===== src/rtl/mem_responder.sv =====
// Request/response memory responder: services reads/writes from a register array and returns
// one in-order response per accepted request through a registered FIFO. Optional parity via MEM_RESPONDER_PARITY_EN.
module mem_responder #(
    parameter int ADDR_W    = 4,
    parameter int DATA_W    = 8,
    parameter int RSP_DEPTH = 4
) (
    input  logic                           clk,
    input  logic                           reset,
    input  logic                           req_valid,
    output logic                           req_ready,
    input  logic                           req_write,
    input  logic [ADDR_W-1:0]              req_addr,
    input  logic [DATA_W-1:0]              req_wdata,
`ifdef MEM_RESPONDER_PARITY_EN
    input  logic                           req_parity,
    output logic                           rsp_parity,
`endif
    output logic                           rsp_valid,
    input  logic                           rsp_ready,
    output logic                           rsp_write,
    output logic [ADDR_W-1:0]              rsp_addr,
    output logic [DATA_W-1:0]              rsp_rdata,
    output logic [$clog2(RSP_DEPTH+1)-1:0] rsp_count
);
    localparam int PTR_W     = $clog2(RSP_DEPTH);
    localparam int CNT_W     = $clog2(RSP_DEPTH+1);
    localparam int MEM_WORDS = 2**ADDR_W;
    localparam logic [CNT_W-1:0] FULL_CNT = CNT_W'(RSP_DEPTH);

    typedef enum logic [1:0] {ST_EMPTY, ST_HOLD, ST_FULL} state_t;

    logic [DATA_W-1:0] mem_q [MEM_WORDS];
    logic              fifo_write_q [RSP_DEPTH];
    logic [ADDR_W-1:0] fifo_addr_q  [RSP_DEPTH];
    logic [DATA_W-1:0] fifo_data_q  [RSP_DEPTH];
`ifdef MEM_RESPONDER_PARITY_EN
    logic              fifo_par_q   [RSP_DEPTH];
    logic              push_parity;
`endif

    logic [PTR_W-1:0] wr_ptr_q, wr_ptr_d;
    logic [PTR_W-1:0] rd_ptr_q, rd_ptr_d;
    logic [CNT_W-1:0] count_q, count_d;
    state_t           state_q, state_d;
    logic             rsp_valid_q;
    logic             req_fire, rsp_fire;
    logic [DATA_W-1:0] push_data;

    always_comb begin
        req_ready = (count_q < FULL_CNT);
        req_fire  = req_valid & req_ready;
        rsp_fire  = rsp_valid_q & rsp_ready;
        // Reads capture storage as it stood before this edge.
        push_data = req_write ? req_wdata : mem_q[req_addr];
`ifdef MEM_RESPONDER_PARITY_EN
        push_parity = (^push_data) ^ (req_write & (req_parity != (^req_wdata)));
`endif
        wr_ptr_d = req_fire ? wr_ptr_q + PTR_W'(1) : wr_ptr_q;
        rd_ptr_d = rsp_fire ? rd_ptr_q + PTR_W'(1) : rd_ptr_q;
        count_d  = count_q;
        if (req_fire && !rsp_fire)
            count_d = count_q + CNT_W'(1);
        else if (!req_fire && rsp_fire)
            count_d = count_q - CNT_W'(1);

        state_d = state_q;
        case (state_q)
            ST_EMPTY: if (req_fire) state_d = (count_d == FULL_CNT) ? ST_FULL : ST_HOLD;
            ST_HOLD: begin
                if (count_d == FULL_CNT)   state_d = ST_FULL;
                else if (count_d == '0)    state_d = ST_EMPTY;
            end
            ST_FULL:  if (rsp_fire) state_d = ST_HOLD;
            default:  state_d = ST_EMPTY;
        endcase
    end

    always_ff @(posedge clk) begin
        if (reset) begin
            for (int i = 0; i < MEM_WORDS; i++) mem_q[i] <= '0;
            for (int j = 0; j < RSP_DEPTH; j++) begin
                fifo_write_q[j] <= 1'b0;
                fifo_addr_q[j]  <= '0;
                fifo_data_q[j]  <= '0;
`ifdef MEM_RESPONDER_PARITY_EN
                fifo_par_q[j]   <= 1'b0;
`endif
            end
            wr_ptr_q    <= '0;
            rd_ptr_q    <= '0;
            count_q     <= '0;
            state_q     <= ST_EMPTY;
            rsp_valid_q <= 1'b0;
        end else begin
            if (req_fire) begin
                if (req_write) mem_q[req_addr] <= req_wdata;
                fifo_write_q[wr_ptr_q] <= req_write;
                fifo_addr_q[wr_ptr_q]  <= req_addr;
                fifo_data_q[wr_ptr_q]  <= push_data;
`ifdef MEM_RESPONDER_PARITY_EN
                fifo_par_q[wr_ptr_q]   <= push_parity;
`endif
            end
            wr_ptr_q    <= wr_ptr_d;
            rd_ptr_q    <= rd_ptr_d;
            count_q     <= count_d;
            state_q     <= state_d;
            rsp_valid_q <= (state_d != ST_EMPTY);
        end
    end

    // Head entry stays put until popped, so outputs are stable under backpressure.
    assign rsp_valid = rsp_valid_q;
    assign rsp_write = fifo_write_q[rd_ptr_q];
    assign rsp_addr  = fifo_addr_q[rd_ptr_q];
    assign rsp_rdata = fifo_data_q[rd_ptr_q];
    assign rsp_count = count_q;
`ifdef MEM_RESPONDER_PARITY_EN
    assign rsp_parity = fifo_par_q[rd_ptr_q];
`endif
endmodule

===== config.mk =====
export PLATFORM = sky130hd
export DESIGN_NAME = mem_responder
export DESIGN_NICKNAME = d
export VERILOG_FILES = /design/src/rtl/mem_responder.sv
export SDC_FILE = /design/constraint.sdc
export NUM_CORES = 1
export LEC_CHECK = 0
export CAP_MARGIN = 15
export CORE_ASPECT_RATIO = 1.2
export CORE_MARGIN = 4
export CORE_UTILIZATION = 50
export DETAILED_ROUTE_END_ITERATION = 8
export DONT_BUFFER_PORTS = 1
export SLEW_MARGIN = 10
export SYNTH_ARGS = -nofsm -noshare
export SYNTH_HDL_FRONTEND = slang
export SYNTH_SLANG_ARGS = --single-unit

===== constraint.sdc =====
create_clock -name clk -period 3.27 [get_ports clk]
set_input_delay 0.4905 -clock clk [delete_from_list [all_inputs] [get_ports clk]]
set_output_delay 0.4905 -clock clk [all_outputs]
set_load 0.02 [all_outputs]

==> impl_metrics.py, run 1 <==
metrics = {
    "cts": {
        "clk_latency_ns": 0.44,
        "post_cts_resized": 0,
        "cts_tree": "built",
        "clock-sinks": 192,
        "ctsHoldBuffers": 0,
        "cts-root-buf": "clkbuf_16",
        "path_clk_slew_ns": 0.07,
        "cts_setup_buffers": 0,
        "htree_num_levels": 4,
        "cts_max_path_buffers": 2,
        "cts_made_buffers": 17,
    },
    "synth": {
        "yosys_warnings": 0,
        "syn_area_um2": 8960,
        "synth_fa_ha_area_share_pct": 0.279,
        "synthFlopType": "edfxtp_1",
        "synth-xor-area-share_pct": 0.587,
        "synth-seq-cells": 192,
        "synth_edf_count": 180,
        "syn-num-nets": 673,
        "yosys-mux-area-fraction_pct": 10.9,
        "yosysTopAreaCell": "edfxtp_1",
        "synth_area_leaders": "edfxtp_1, and2_1, mux2_2, mux2i_1, mux4_2",
        "postSynthCellCount": 654,
        "synth.avg_cell_area_um2": 13.7,
        "yosysSeqAreaShare_pct": 63.0,
        "synth_top_family_by_area": "simple AND/OR/NAND/NOR gates",
        "synthArstFlopShare_pct": 0,
        "synth_top_area_share_pct": 60.4,
        "synth-compound-area-share_pct": 4.21,
        "yosys.area_share.simple_pct": 18.3,
        "synthDistinctLibCells": 43,
    },
    "setup_path": {
        "required_ns": 3.33,
        "end_kind": "register",
        "r2r_slack_ns": 0.60,
        "ff2ff_path_depth": 4,
        "r2r-end": "fifo_data_q[0][5]",
        "crit_fanout": 13,
        "r2r-start": "rsp_count[2]",
        "critPathKind": "register to register",
        "crit_arrival_ns": 2.73,
        "crit_path_start_kind": "register",
    },
    "die": {
        "die_area_um2": 20100,
        "die_h_um": 155,
        "core_area_um2": 17600,
        "ios": 35,
        "rows": 53,
        "start_util_pct": 51.0,
        "die_w_um": 130,
    },
    "pwr": {
        "p_int_uw": 4090,
        "p_sw_uw": 1420,
        "ir_drop_mv": 0.374,
        "pwr-share-comb_pct": 11.7,
        "seq_power_share_pct": 54.1,
        "p_sw_share_pct": 25.8,
        "powerDensity_nw_per_um2": 573,
        "p_leak_uw": 0.00350,
        "pwr-share-clk_pct": 34.1,
    },
    "route": {
        "drt_iter0_drc": 414,
        "dr.pass1.iters": 5,
        "via_count": 5100,
        "route.detailed.drc": 0,
        "vias_per_cell": 5.82,
        "ant_nets": 0,
        "wire_per_inst_um": 22.4,
        "routed_wl_mm": 19.6,
    },
    "grt": {
        "grt_overflow": 0,
        "grt_use_total_pct": 20.4,
        "grt_pass1_wl_mm": 30.4,
        "grt_pass1_vias": 5276,
        "grt_max_degree": 71,
        "antenna_found_initial": 0,
    },
    "cells_and_area": {
        "register_area_um2": 5650,
        "num_antenna_cells": 0,
        "layout.nets": 662,
        "drive_gt1_share_pct": 17.5,
        "final_cell_mix": "edfxtp_1, and2_1, nor3_1",
        "layout_commonest_cell": "edfxtp_1",
        "fin_util_pct": 54.8,
        "multi_input_comb_area_um2": 3060,
        "n_fill_cell": 1450,
        "areaGrowthSynthToFinish_pct": 7.43,
    },
    "worst_hold_path": {
        "min_from": "reset",
        "min_delay_path_depth": 1,
        "min_path_type": "input port to register",
    },
    "place": {
        "dpl.hpwl_mm": 13.3,
        "pre_cts_ws_ns": 0.587,
        "place_congestion": 0.815,
        "io_buffers": 0,
    },
    "timing": {
        "fin_skew_ns": 0.00981,
        "rsz0062_at_grt": "false",
        "setup_ws_ns": 0.600,
        "setup-tns-final_ns": 0,
        "period_needed_ns": 2.67,
        "hold_viol_final": 0,
        "fmax_mhz": 375,
        "fin_crit_sh_pct": 81.7,
        "slew_headroom_pct": 37.8,
        "whs_ns": 0.118,
        "setup_viol": 0,
        "drv_slew": 0,
        "worst_slew_pin_slew_ns": 0.932,
    },
    "job": {
        "cap_violations": 0,
    },
    "status": {
        "status": "completed",
    },
}
-- through the flow --
| stage | cell area, um^2 | instances | total power [uW] |
|---|---|---|---|
| finish | 9620 | 876 | 5510 |
| CTS | 9620 | 876 | 5560 |
| global placement | 9100 | 844 | 3680 |
| floorplan | 8960 | 654 | 3570 |
| detailed placement | 9100 | 844 | 3700 |
| global route | 9620 | 876 | 5740 |
-- critical path: stages, from the launching register on --
cell and delay, ns:
dfxtp_1 0.46, and2b_1 0.28, nand2b_1 0.30, or3_1 0.62
nand2b_1 0.62
-- state kept, by name, summed over array words and instances, names as in the netlist, named ones only --
register	cells
wr_ptr_q	2
fifo_write_q	4
fifo_data_q	32
state_q	2
rsp_valid	1
rsp_count	3
rd_ptr_q	2
fifo_addr_q	16
mem_q	128
-- routing by layer --
metal	vias up	routed length, um	global-route usage (%)
met5	-	0	0
met4	0	610	7.72
met2	111	10100	34.0
met1	2572	7990	25.6
met3	32	902	4.97
li1	2385	-	-
-- cells by family (layout without fill, tap and decap cells) --
| family | count (synthesis) | count (layout) |
|---|---|---|
| xor gates and xnor gates | 6 | 6 |
| buffers and inverters | 49 | 51 |
| adders and majority gates | 2 | 2 |
| muxes | 77 | 77 |
| DFF | 192 | 192 |
| and+or+nand+nor | 276 | 276 |
| AOI/OAI and AO/OA | 52 | 52 |
-- synth_stat cells, types with 4 or more instances --
cell,number
edfxtp_1,180
nor2b_1,10
mux2_2,32
clkbuf_1,20
nand2b_1,12
nor2_1,32
and2_1,135
xnor2_1,4
o22ai_1,24
mux4_2,13
a221oi_1,17
buf_4,8
inv_1,8
dfxtp_1,12
or2_2,20
nand2_1,12
buf_2,8
mux2i_1,32
nor3_1,35
-- worst max-delay path by stage --
| stage | startpoint | endpoint | slack (ns) | depth (start not counted) |
|---|---|---|---|---|
| after global routing | rsp_count[2] | fifo_data_q[0][5] | 0.40 | 4 |
| after floorplan | reset | mem_q[0][0] | 1.09 | 6 |
| after CTS | rsp_count[2] | fifo_data_q[0][7] | 0.56 | 4 |
| after global placement | rsp_count[2] | fifo_data_q[0][1] | 0.54 | 4 |
| after detailed placement | rsp_count[2] | fifo_data_q[0][1] | 0.59 | 4 |
| final | rsp_count[2] | fifo_data_q[0][5] | 0.60 | 4 |
-- power by group through the flow --
stage	clock network, uW	logic [uW]	registers, uW
floorplan	0	589	2980
global placement	0	644	3040
detailed placement	0	654	3040
CTS	1910	656	2990
global route	2010	712	3010
finish	1880	647	2990
-- final cells by class --
| class | instances | share of cell area (%) |
|---|---|---|
| repair buffers | 11 | 0.858 |
| well taps | 220 | 2.86 |
| flip-flops and latches | 192 | 58.7 |
| clock inverters | 12 | 0.923 |
| inverters | 8 | 0.312 |
| clock buffers | 20 | 4.54 |
| multi-input cells | 413 | 31.8 |
Power figures use the tool's default switching activity.
==> run 2: changes to the inputs <==
==> constraint.sdc (replaced) <==
create_clock -name clk -period 2.7 [get_ports clk]
set_input_delay 0.405 -clock clk [delete_from_list [all_inputs] [get_ports clk]]
set_output_delay 0.405 -clock clk [all_outputs]
set_load 0.02 [all_outputs]
==> impl_metrics.py, run 2 (synthesized netlist as in run 1, its figures left out) <==
metrics = {
    "timing": {
        "fmax_mhz": 427,
        "period_needed_ns": 2.34,
        "setup_viol": 0,
        "fin_skew_ns": 0.0115,
        "whs_ns": 0.0466,
        "rsz0062_at_grt": "false",
        "fin_crit_sh_pct": 86.8,
        "hold_viol_final": 0,
        "setup-tns-final_ns": 0,
        "slew_headroom_pct": 33.8,
        "worst_slew_pin_slew_ns": 0.992,
        "drv_slew": 0,
    },
    "status": {
        "status": "completed",
    },
    "job": {
        "cap_violations": 0,
    },
    "die": {
        "die_w_um": 130,
        "die_h_um": 155,
        "die_area_um2": 20100,
        "rows": 53,
        "ios": 35,
        "start_util_pct": 51.0,
        "core_area_um2": 17600,
    },
    "pwr": {
        "p_sw_share_pct": 24.8,
        "p_leak_uw": 0.00356,
        "ir_drop_mv": 0.441,
        "pwr-share-clk_pct": 36.6,
        "p_int_uw": 5240,
        "p_sw_uw": 1730,
        "powerDensity_nw_per_um2": 716,
        "pwr-share-comb_pct": 12.0,
        "seq_power_share_pct": 51.5,
    },
    "cts": {
        "cts_tree": "built",
        "htree_num_levels": 4,
        "clk_latency_ns": 0.44,
        "ctsHoldBuffers": 0,
        "cts-root-buf": "clkbuf_16",
        "path_clk_slew_ns": 0.06,
        "post_cts_resized": 0,
        "cts_max_path_buffers": 2,
        "cts_setup_buffers": 0,
        "clock-sinks": 192,
        "cts_made_buffers": 17,
    },
    "cells_and_area": {
        "biggestRegsByFlops": "mem_q x128, fifo_data_q x32, fifo_addr_q x16",
        "layout_commonest_cell": "edfxtp_1",
        "areaGrowthSynthToFinish_pct": 8.77,
        "final_cell_mix": "edfxtp_1, and2_1, nor3_1",
        "num_antenna_cells": 0,
        "drive_gt1_share_pct": 18.7,
        "layout.nets": 669,
        "regMostFlops": "mem_q",
        "largest_reg_flops": 128,
    },
    "grt": {
        "grt_use_total_pct": 21.4,
        "grt_max_degree": 71,
        "antenna_found_initial": 0,
        "grt_overflow": 0,
        "grt_pass1_vias": 5296,
        "grt_pass1_wl_mm": 31.7,
    },
    "route": {
        "route.detailed.drc": 0,
        "via_count": 5041,
        "routed_wl_mm": 20.3,
        "drt_iter0_drc": 310,
        "ant_nets": 0,
        "vias_per_cell": 5.72,
        "dr.pass1.iters": 4,
        "wire_per_inst_um": 23.0,
    },
    "setup_path": {
        "required_ns": 2.82,
        "crit_arrival_ns": 2.46,
        "end_kind": "register",
        "crit_path_start_kind": "register",
        "crit_fanout": 13,
        "critPathKind": "register to register",
        "critPathLaunch": "rsp_count[2]",
        "r2r-start": "rsp_count[2]",
    },
    "worst_hold_path": {
        "min_path_type": "input port to register",
        "min_from": "reset",
    },
    "place": {
        "io_buffers": 0,
        "dpl.hpwl_mm": 14.0,
        "place_congestion": 0.808,
    },
}
## run 2: per-stage QoR
step | area (um^2) | total power [uW] | std cells | setup slack [ns] | util, %
after global routing | 9740 | 7250 | 882 | 0.165 | 55.4
final | 9740 | 6970 | 882 | 0.358 | 55.4
after CTS | 9740 | 7020 | 882 | 0.314 | 55.4
after detailed placement | 9150 | 4500 | 851 | 0.325 | 52.1
after floorplan | 8960 | 4330 | 654 | 0.531 | -
after global placement | 9150 | 4470 | 851 | 0.360 | 52.1
## run 2: path summary, 6_finish.rpt
check                                          to  slack (ns)  cells past startpoint
worst max-delay path            fifo_addr_q[0][3]        0.36                      5
worst min register to register        rd_ptr_q[0]        0.54                      2
worst min-delay path                     register        0.05                      1
worst max register to register  fifo_addr_q[0][3]        0.36                      5
## run 2: area by class of cell
type	instances	area [um^2]
fill	1432	7830
clock inverter	13	164
tap	220	275
inverter	8	30.0
multi-input combinational	413	3060
clock buffer	18	429
timing repair buffer	18	135
sequential	192	5650
## run 2: metal layers
layer | GRT usage (%) | up-vias | wire length, um | part of all wire, %
met5 | 0 | - | 0 | 0
met4 | 5.94 | 0 | 331 | 1.6
met3 | 4.08 | 22 | 576 | 2.8
met2 | 39.1 | 76 | 11100 | 55
met1 | 25.5 | 2547 | 8260 | 41
li1 | - | 2396 | - | -
## run 2: power groups by stage
stage          Combinational (uW)  Clock, uW  Sequential [uW]
2_1_floorplan                 714          0             3610
3_3_place_gp                  821          0             3650
3_5_place_dp                  839          0             3660
4_1_cts                       844       2580             3590
5_1_grt                       909       2720             3610
6_report                      833       2550             3590
## run 2: worst max-delay path, stage by stage (launching register included)
cell and delay [ns]:
dfxtp_1 0.46, and2b_1 0.29, nand2b_1 0.31, or3_1 0.60, nand2b_1 0.13, buf_4 0.24
